==> src/rtl/alu_pkg.sv <==
// Shared definitions for the ALU result stage: FSM state encoding and
// datapath widths used by the capture stage and its history buffer.
package alu_pkg;

  localparam int unsigned RES_W = 8;  // ALU result width
  localparam int unsigned NIB_W = 4;  // operand B (low nibble) width

  typedef enum logic [1:0] {
    IDLE     = 2'd0,
    CAPTURE  = 2'd1,
    WAIT_REL = 2'd2
  } state_e;

endpackage

==> src/rtl/alu_hist_buf.sv <==
// Circular history of captured ALU results.
// Ports:
//   clock, reset   - clock, async active-high reset (clears memory too)
//   wr_en, din     - write din at the write pointer and advance it
//   view_sel       - history index, 0 = most recent
//   hist_out       - selected entry (combinational), 0 when index >= count
//   count          - number of valid entries, saturates at DEPTH
module alu_hist_buf
  import alu_pkg::*;
#(
  parameter int unsigned DEPTH = 4
) (
  input  logic                       clock,
  input  logic                       reset,
  input  logic                       wr_en,
  input  logic [RES_W-1:0]           din,
  input  logic [$clog2(DEPTH)-1:0]   view_sel,
  output logic [RES_W-1:0]           hist_out,
  output logic [$clog2(DEPTH):0]     count
);

  localparam int unsigned PTR_W = $clog2(DEPTH);
  localparam int unsigned CNT_W = PTR_W + 1;

  logic [RES_W-1:0] mem_q [DEPTH];
  logic [PTR_W-1:0] wr_ptr_q;
  logic [CNT_W-1:0] count_q;
  logic [PTR_W-1:0] rd_idx;

  // Storage, write pointer and saturating occupancy count.
  always_ff @(posedge clock or posedge reset) begin
    if (reset) begin
      for (int i = 0; i < int'(DEPTH); i++) mem_q[i] <= '0;
      wr_ptr_q <= '0;
      count_q  <= '0;
    end else if (wr_en) begin
      mem_q[wr_ptr_q] <= din;
      wr_ptr_q        <= wr_ptr_q + PTR_W'(1);
      if (count_q != CNT_W'(DEPTH)) count_q <= count_q + CNT_W'(1);
    end
  end

  // Newest entry sits just behind the write pointer; pointer math wraps
  // naturally because DEPTH is a power of two.
  always_comb begin
    rd_idx   = wr_ptr_q - PTR_W'(1) - view_sel;
    hist_out = ({1'b0, view_sel} < count_q) ? mem_q[rd_idx] : '0;
  end

  assign count = count_q;

endmodule

==> src/rtl/alu_result_stage.sv <==
// Registered result stage after alu_cpu. One capture of alu_out per exec
// press; the captured low nibble is fed back as operand B, and every
// capture is also logged into a small circular history.
// Ports:
//   clock, reset   - clock, async active-high reset
//   exec           - asynchronous capture request (synchronized here)
//   clear          - synchronous; zeroes result/b_feedback/ovf, not history
//   alu_out        - ALU result to capture
//   view_sel       - history index, 0 = most recent
//   b_feedback     - captured low nibble, operand B to the ALU
//   result, ovf    - captured result and its upper-nibble-nonzero flag
//   done           - one-cycle pulse after each capture
//   hist_out,count - selected history entry and number of valid entries
module alu_result_stage
  import alu_pkg::*;
#(
  parameter int unsigned DEPTH = 4
) (
  input  logic                       clock,
  input  logic                       reset,
  input  logic                       exec,
  input  logic                       clear,
  input  logic [RES_W-1:0]           alu_out,
  input  logic [$clog2(DEPTH)-1:0]   view_sel,
  output logic [NIB_W-1:0]           b_feedback,
  output logic [RES_W-1:0]           result,
  output logic                       ovf,
  output logic                       done,
  output logic [RES_W-1:0]           hist_out,
  output logic [$clog2(DEPTH):0]     count
);

  logic             exec_meta_q, exec_s_q;
  state_e           state_q, state_d;
  logic [RES_W-1:0] result_q, result_d;
  logic [NIB_W-1:0] b_q, b_d;
  logic             ovf_q, ovf_d;
  logic             done_q, done_d;
  logic             wr_en;

  // Two-flop synchronizer for the button-derived exec.
  always_ff @(posedge clock or posedge reset) begin
    if (reset) begin
      exec_meta_q <= 1'b0;
      exec_s_q    <= 1'b0;
    end else begin
      exec_meta_q <= exec;
      exec_s_q    <= exec_meta_q;
    end
  end

  // State and output registers.
  always_ff @(posedge clock or posedge reset) begin
    if (reset) begin
      state_q  <= IDLE;
      result_q <= '0;
      b_q      <= '0;
      ovf_q    <= 1'b0;
      done_q   <= 1'b0;
    end else begin
      state_q  <= state_d;
      result_q <= result_d;
      b_q      <= b_d;
      ovf_q    <= ovf_d;
      done_q   <= done_d;
    end
  end

  // Next state and register updates; clear overrides a capture.
  always_comb begin
    state_d  = state_q;
    result_d = result_q;
    b_d      = b_q;
    ovf_d    = ovf_q;
    done_d   = 1'b0;
    wr_en    = 1'b0;
    unique case (state_q)
      IDLE: if (exec_s_q) state_d = CAPTURE;
      CAPTURE: begin
        state_d = WAIT_REL;
        if (!clear) begin
          result_d = alu_out;
          b_d      = alu_out[NIB_W-1:0];
          ovf_d    = |alu_out[RES_W-1:NIB_W];
          done_d   = 1'b1;
          wr_en    = 1'b1;
        end
      end
      WAIT_REL: if (!exec_s_q) state_d = IDLE;
      default: state_d = IDLE;
    endcase
    if (clear) begin
      result_d = '0;
      b_d      = '0;
      ovf_d    = 1'b0;
    end
  end

  alu_hist_buf #(.DEPTH(DEPTH)) u_hist (
    .clock    (clock),
    .reset    (reset),
    .wr_en    (wr_en),
    .din      (alu_out),
    .view_sel (view_sel),
    .hist_out (hist_out),
    .count    (count)
  );

  assign result     = result_q;
  assign b_feedback = b_q;
  assign ovf        = ovf_q;
  assign done       = done_q;

endmodule

==> config.mk <==
export PLATFORM = sky130hd
export DESIGN_NAME = alu_result_stage
export DESIGN_NICKNAME = d
export VERILOG_FILES = /design/src/rtl/alu_pkg.sv /design/src/rtl/alu_hist_buf.sv /design/src/rtl/alu_result_stage.sv
export SDC_FILE = /design/constraint.sdc
export NUM_CORES = 1
export LEC_CHECK = 0
export ABC_AREA = 1
export CAP_MARGIN = 20
export CORE_UTILIZATION = 40
export CTS_BUF_LIST = sky130_fd_sc_hd__clkbuf_8
export DETAILED_ROUTE_END_ITERATION = 16
export MAX_ROUTING_LAYER = met4
export PLACE_DENSITY = 0.66
export SKIP_CTS_REPAIR_TIMING = 1
export SYNTH_ARGS = -nofsm -noshare
export SYNTH_HDL_FRONTEND = slang
export SYNTH_SLANG_ARGS = --single-unit
==> constraint.sdc <==
create_clock -name clock -period 4.5 [get_ports clock]
set_input_delay 0.9 -clock clock [delete_from_list [all_inputs] [get_ports clock]]
set_output_delay 0.9 -clock clock [all_outputs]
set_load 0.05 [all_outputs]
==> results of run 1 <==
cell type report:
class,count,area (µm²),area share
Clock inverter,1,7.51,0.00250
Sequential cell,51,1280,0.426
Multi-Input combinational cell,191,987,0.329
Timing Repair Buffer,40,388,0.129
Inverter,38,150,0.0501
Clock buffer,7,96.3,0.0321
Tap cell,75,93.8,0.0313
state kept, by name, indices dropped and copies added (netlist names):
| register | flops |
|---|---|
| u_hist.count | 3 |
| exec_meta_q | 1 |
| u_hist.mem_q | 32 |
| state_q | 2 |
| exec_s_q | 1 |
| ovf | 1 |
| u_hist.wr_ptr_q | 2 |
| done | 1 |
| result | 8 |
through the flow:
stage          hold slack, ps  setup WS (ps)  utilization  area, µm²
3_3_place_gp              335            995        0.480       2880
2_1_floorplan             331           1190            -       2500
6_report                  355            962        0.501       3000
4_1_cts                   359            974        0.497       2980
3_5_place_dp              336            982        0.480       2880
5_1_grt                   371            851        0.501       3000
how the worst max path moves through the flow:
stage | startpoint | endpoint | slack [ps] | cells after the start
floorplan | view_sel[0] | hist_out[4] | 1190 | 7
global placement | view_sel[0] | hist_out[5] | 990 | 9
detailed placement | view_sel[0] | hist_out[3] | 980 | 9
CTS | view_sel[0] | hist_out[3] | 970 | 9
global route | view_sel[0] | hist_out[7] | 850 | 9
finish | view_sel[1] | hist_out[2] | 960 | 6
kinds of logic (layout without fill, tap and decap cells):
group	count (synthesis)	after routing	synth area share
compound gates	60	60	0.136
flops	51	51	0.510
simple gates	120	120	0.208
buf+inv	49	86	0.0950
fa+ha+maj	8	8	0.0400
xor+xnor	3	3	0.0105
placed cells by master, fill, tap and decap left out:
cell / synthesis / layout
clkinvlp_4: 0 / 1
o21ai_1: 24 / 24
nor3_1: 2 / 2
clkbuf_8: 0 / 7
dfrtp_1: 51 / 51
nand2_4: 4 / 4
nand2_1: 75 / 75
o21ai_0: 25 / 25
o211ai_1: 1 / 1
xor2_1: 2 / 2
buf_4: 4 / 9
a21oi_1: 1 / 1
nand3_1: 19 / 19
nor2_1: 19 / 19
clkdlybuf4s50_1: 0 / 30
inv_1: 36 / 35
buf_12: 0 / 1
ha_1: 8 / 8
xnor2_1: 1 / 1
o21ai_2: 8 / 8
a31oi_2: 1 / 1
nand3_4: 1 / 1
inv_8: 1 / 1
inv_2: 1 / 2
metal layers:
metal	vias up	part of all wire	global-route usage
met3	4	0.036	0.0438
li1	996	-	-
met5	-	0	-
met2	41	0.47	0.280
met1	903	0.48	0.249
met4	0	0.0073	0.0393
where the power goes:
| part | internal [mW] | leakage [nW] | switching (mW) |
|---|---|---|---|
| registers | 0.637 | 0.652 | 0.110 |
| logic | 0.404 | 0.808 | 0.827 |
| clock network | 0.140 | 0.0505 | 0.148 |
| total | 1.18 | 1.51 | 1.09 |
==> flow_summary.toml, run 1 <==
[power]
power_density_nw_per_um2 = 756
p_leak_nw = 1.51
power.total_mw = 2.27
ir_drop_mv = 0.533

[hold_path]
whs_endpoint = "exec_s_q$_DFF_PP0_"
holdPathStages = 0
min_path_type = "reg -> reg"
min-delay-start = "exec_meta_q$_DFF_PP0_"

[yosys]
syn_inst = 291
synth_warnings = 0
synth-edff-count = 0
avgSynthCellArea_um2 = 8.60
synth.most_common_cell = "nand2_1"
netlist_top_cells_count = "nand2_1, dfrtp_1, inv_1"
syn_area_um2 = 2500
syn-num-nets = 313
ys_seq_elements = 51
async_flop_share = 1.00
synthFlopType = "dfrtp_1"
synth_top_area_frac = 0.510
seq_area_frac_synth = 0.510
synth.largest_area_cell = "dfrtp_1"
synthDistinctLibCells = 23
synthTopCellsByArea = "dfrtp_1, nand2_1, inv_1"

[route]
via_per_inst = 4.82
ant_nets = 0
drc = 0
drt_iter0_drc = 126
drt-pass1-iter-count = 4
num_vias = 1944
wl_um = 5100
wire_per_inst_um = 12.7

[global_route]
grt_max_degree = 52
antenna_found_initial = 0
grtUsageTotal = 0.184
grt_pass1_wl_um = 8780
grt_pass1_vias = 1835
grt.overflow.total = 0

[cells_and_area]
fin_cells = 403
antenna_cells = 0
drive_gt1_frac = 0.107
area_growth_pct = 19.9
layout.nets = 349
fillCellCount = 594

[timing]
period_share = 0.786
drv_slew = 0
rsz0062_at_grt = "false"
skew_ps = 2.84
worstMarginPinSlew_ps = 504
finalHoldViolCount = 0
tns_ps = 0
setup_viol_count_final = 0
fmax_mhz = 283
maxSlewHeadroom = 0.663
fin_crit_ps = 3540

[worst_setup_path]
r2r_end = "u_hist.mem_q[26]$_DFFE_PP0P_"
critical_path_class = "in -> out"
crit_required_ps = 3600
end_kind = "output port"
r2r_slack_ps = 3250
cp-start-kind = "primary input"
worstPathMaxFanout = 8
rr_startpoint = "u_hist.wr_ptr_q[1]$_DFFE_PP0P_"
critical_path_arrival_ps = 2640
max_stage_delay_ps = 470
critPathSlowestCell = "clkdlybuf4s50_1"
crit_buf_inv = 2
path_cells = "clkdlybuf4s50_1, ha_1, a31oi_2, nand2_1, nor2_1, buf_4"
crit_family = "buffers and inverters"
reg2regPathDepth = 5

[cts]
cts_tree = "built"
clock_sinks = 51
root_buffer = "clkbuf_8"
clk_pin_slew_ps = 90
cts_made_buffers = 5
htreeDepth = 2
clkLatencyLatePin_ps = 300
ctsLongestPathBuffers = 2

[floorplan]
die_x_um = 81.1
die_y_um = 81.1
start_util = 0.418
num_rows = 28
dieArea_um2 = 6570
core_um2 = 5990
ios = 39

[placement]
routabilityCongestion = 0.761
dp_cells = 394
portBuffers = 38
dpl.hpwl_um = 3510

[job]
maxCapViolCount = 0

[outcome]
status = "complete, no violations"
(Power assumes the default switching activity.)
==> run 2: changes to the inputs <==
==> constraint.sdc (replaced) <==
create_clock -name clock -period 3.6 [get_ports clock]
set_input_delay 0.72 -clock clock [delete_from_list [all_inputs] [get_ports clock]]
set_output_delay 0.72 -clock clock [all_outputs]
set_load 0.05 [all_outputs]
==> run 2 against run 1 <==
Net effect:
- sequential share of layout area fell by 1.8 points
- first-iteration DRC count fell by 33%
- flip-flop and latch count did not move
- worst setup slack got worse by 500 ps
- highest routed layer unchanged
- power rose by 39%
- via count rose by 1.7%
==> flow_summary.toml, run 2 (synthesis results as in run 1) <==
[cells_and_area]
utilization = 0.523
regMostFlops = "u_hist.mem_q"
fillCellCount = 573
largest_register_ffs = 32
fin_area_um2 = 3130
fin_cells = 404
final_cell_mix = "nand2_1, dfrtp_1, inv_1, clkdlybuf4s50_1, o21ai_0"
drive_gt1_frac = 0.109
area_growth_pct = 25.2
layout.nets = 350
antenna_cells = 0
layout_commonest_cell = "nand2_1"

[timing]
finalHoldViolCount = 0
period_share = 0.873
rsz0062_at_grt = "false"
whs_ps = 375
skew_ps = 8.25
drv_slew = 0
fin_crit_ps = 3140
maxSlewHeadroom = 0.661
tns_ps = 0
worstMarginPinSlew_ps = 507
fmax_mhz = 318
setup_slack_ps = 458
setup_viol_count_final = 0

[hold_path]
min-delay-start = "exec_meta_q$_DFF_PP0_"
min_path_type = "reg -> reg"
holdPathStages = 0
whs_endpoint = "exec_s_q$_DFF_PP0_"

[route]
drc = 0
via_per_inst = 4.89
drt_iter0_drc = 85
ant_nets = 0
wire_per_inst_um = 12.8
drt-pass1-iter-count = 4
wl_um = 5160
num_vias = 1977

[worst_setup_path]
r2r_slack_ps = 2350
crit_start = "view_sel[0]"
critical_path_class = "in -> out"
worstPathMaxFanout = 32
end_kind = "output port"
max_stage_delay_ps = 460
r2r_end = "u_hist.mem_q[28]$_DFFE_PP0P_"
crit_required_ps = 2880
cp-start-kind = "primary input"
critPathSlowestCell = "clkdlybuf4s50_1"
reg2regPathDepth = 6
critical_path_arrival_ps = 2420
path_cells = "clkdlybuf4s50_1, inv_1, ha_1, buf_12, o21ai_0, nor2_1, nor2_1, buf_12"
rr_startpoint = "state_q[1]$_DFFE_PP0P_"

[power]
p_sw_mw = 1.42
power_density_nw_per_um2 = 1010
p_int_mw = 1.74
clock_power_share = 0.132
p_seq_frac = 0.297
p_leak_nw = 1.56
ir_drop_mv = 0.841
power.total_mw = 3.16
netSwitchingFraction = 0.450
combPwrFrac = 0.571

[cts]
cts_tree = "built"
clock_sinks = 51
clkLatencyLatePin_ps = 310
htreeDepth = 2
root_buffer = "clkbuf_8"
ctsLongestPathBuffers = 2
cts_made_buffers = 5
clk_pin_slew_ps = 100

[placement]
dp_cells = 395
dpl_cell_area_um2 = 3000
portBuffers = 38
dpl.hpwl_um = 3520
pre_cts_slack_ps = 457
routabilityCongestion = 0.750

[floorplan]
die_x_um = 81.1
die_y_um = 81.1
num_rows = 28
ios = 39
dieArea_um2 = 6570
core_um2 = 5990
start_util = 0.418

[job]
maxCapViolCount = 0

[global_route]
grtUsageTotal = 0.188
grt_pass1_wl_um = 9020
grt_pass1_vias = 1992
grt.overflow.total = 0
antenna_found_initial = 0
grt_max_degree = 52

[outcome]
status = "complete, no violations"
==> run 2: per-layer routing <==
layer  track usage  wire [µm]  share of wire
met1         0.238       2460           0.48
met2         0.296       2370           0.46
met3        0.0337        221          0.043
met4        0.0786        104          0.020
met5             -          0              0
==> run 2: how the worst max path moves through the flow <==
stage | endpoint | slack, ps
detailed placement | hist_out[5] | 460
global placement | hist_out[4] | 440
CTS | hist_out[5] | 440
global route | hist_out[2] | 270
finish | hist_out[5] | 460
floorplan | hist_out[4] | 650
==> run 2: final cells by class <==
| class | instances | area, µm² | share of cell area |
|---|---|---|---|
| Tap cell | 75 | 93.8 | 0.0300 |
| Inverter | 38 | 150 | 0.0479 |
| Sequential cell | 51 | 1280 | 0.408 |
| Clock buffer | 5 | 68.8 | 0.0220 |
| Multi-Input combinational cell | 191 | 987 | 0.315 |
| Clock inverter | 3 | 47.5 | 0.0152 |
| Timing Repair Buffer | 41 | 508 | 0.162 |
==> run 2: power by group through the flow <==
stage	combinational [mW]	sequential, mW	clock, mW
6_report	1.81	0.939	0.416
5_1_grt	1.98	0.968	0.444
4_1_cts	1.82	0.941	0.421
3_5_place_dp	1.81	0.950	0
3_3_place_gp	1.80	0.939	0
2_1_floorplan	1.04	1.05	0
==> run 2: critical path, delay by kind of cell <==
kind	cells	cell delay, ps
AOI/OAI and AO/OA	1	210
buffers and inverters	4	850
and+or+nand+nor	2	300
adders and majority gates	1	320
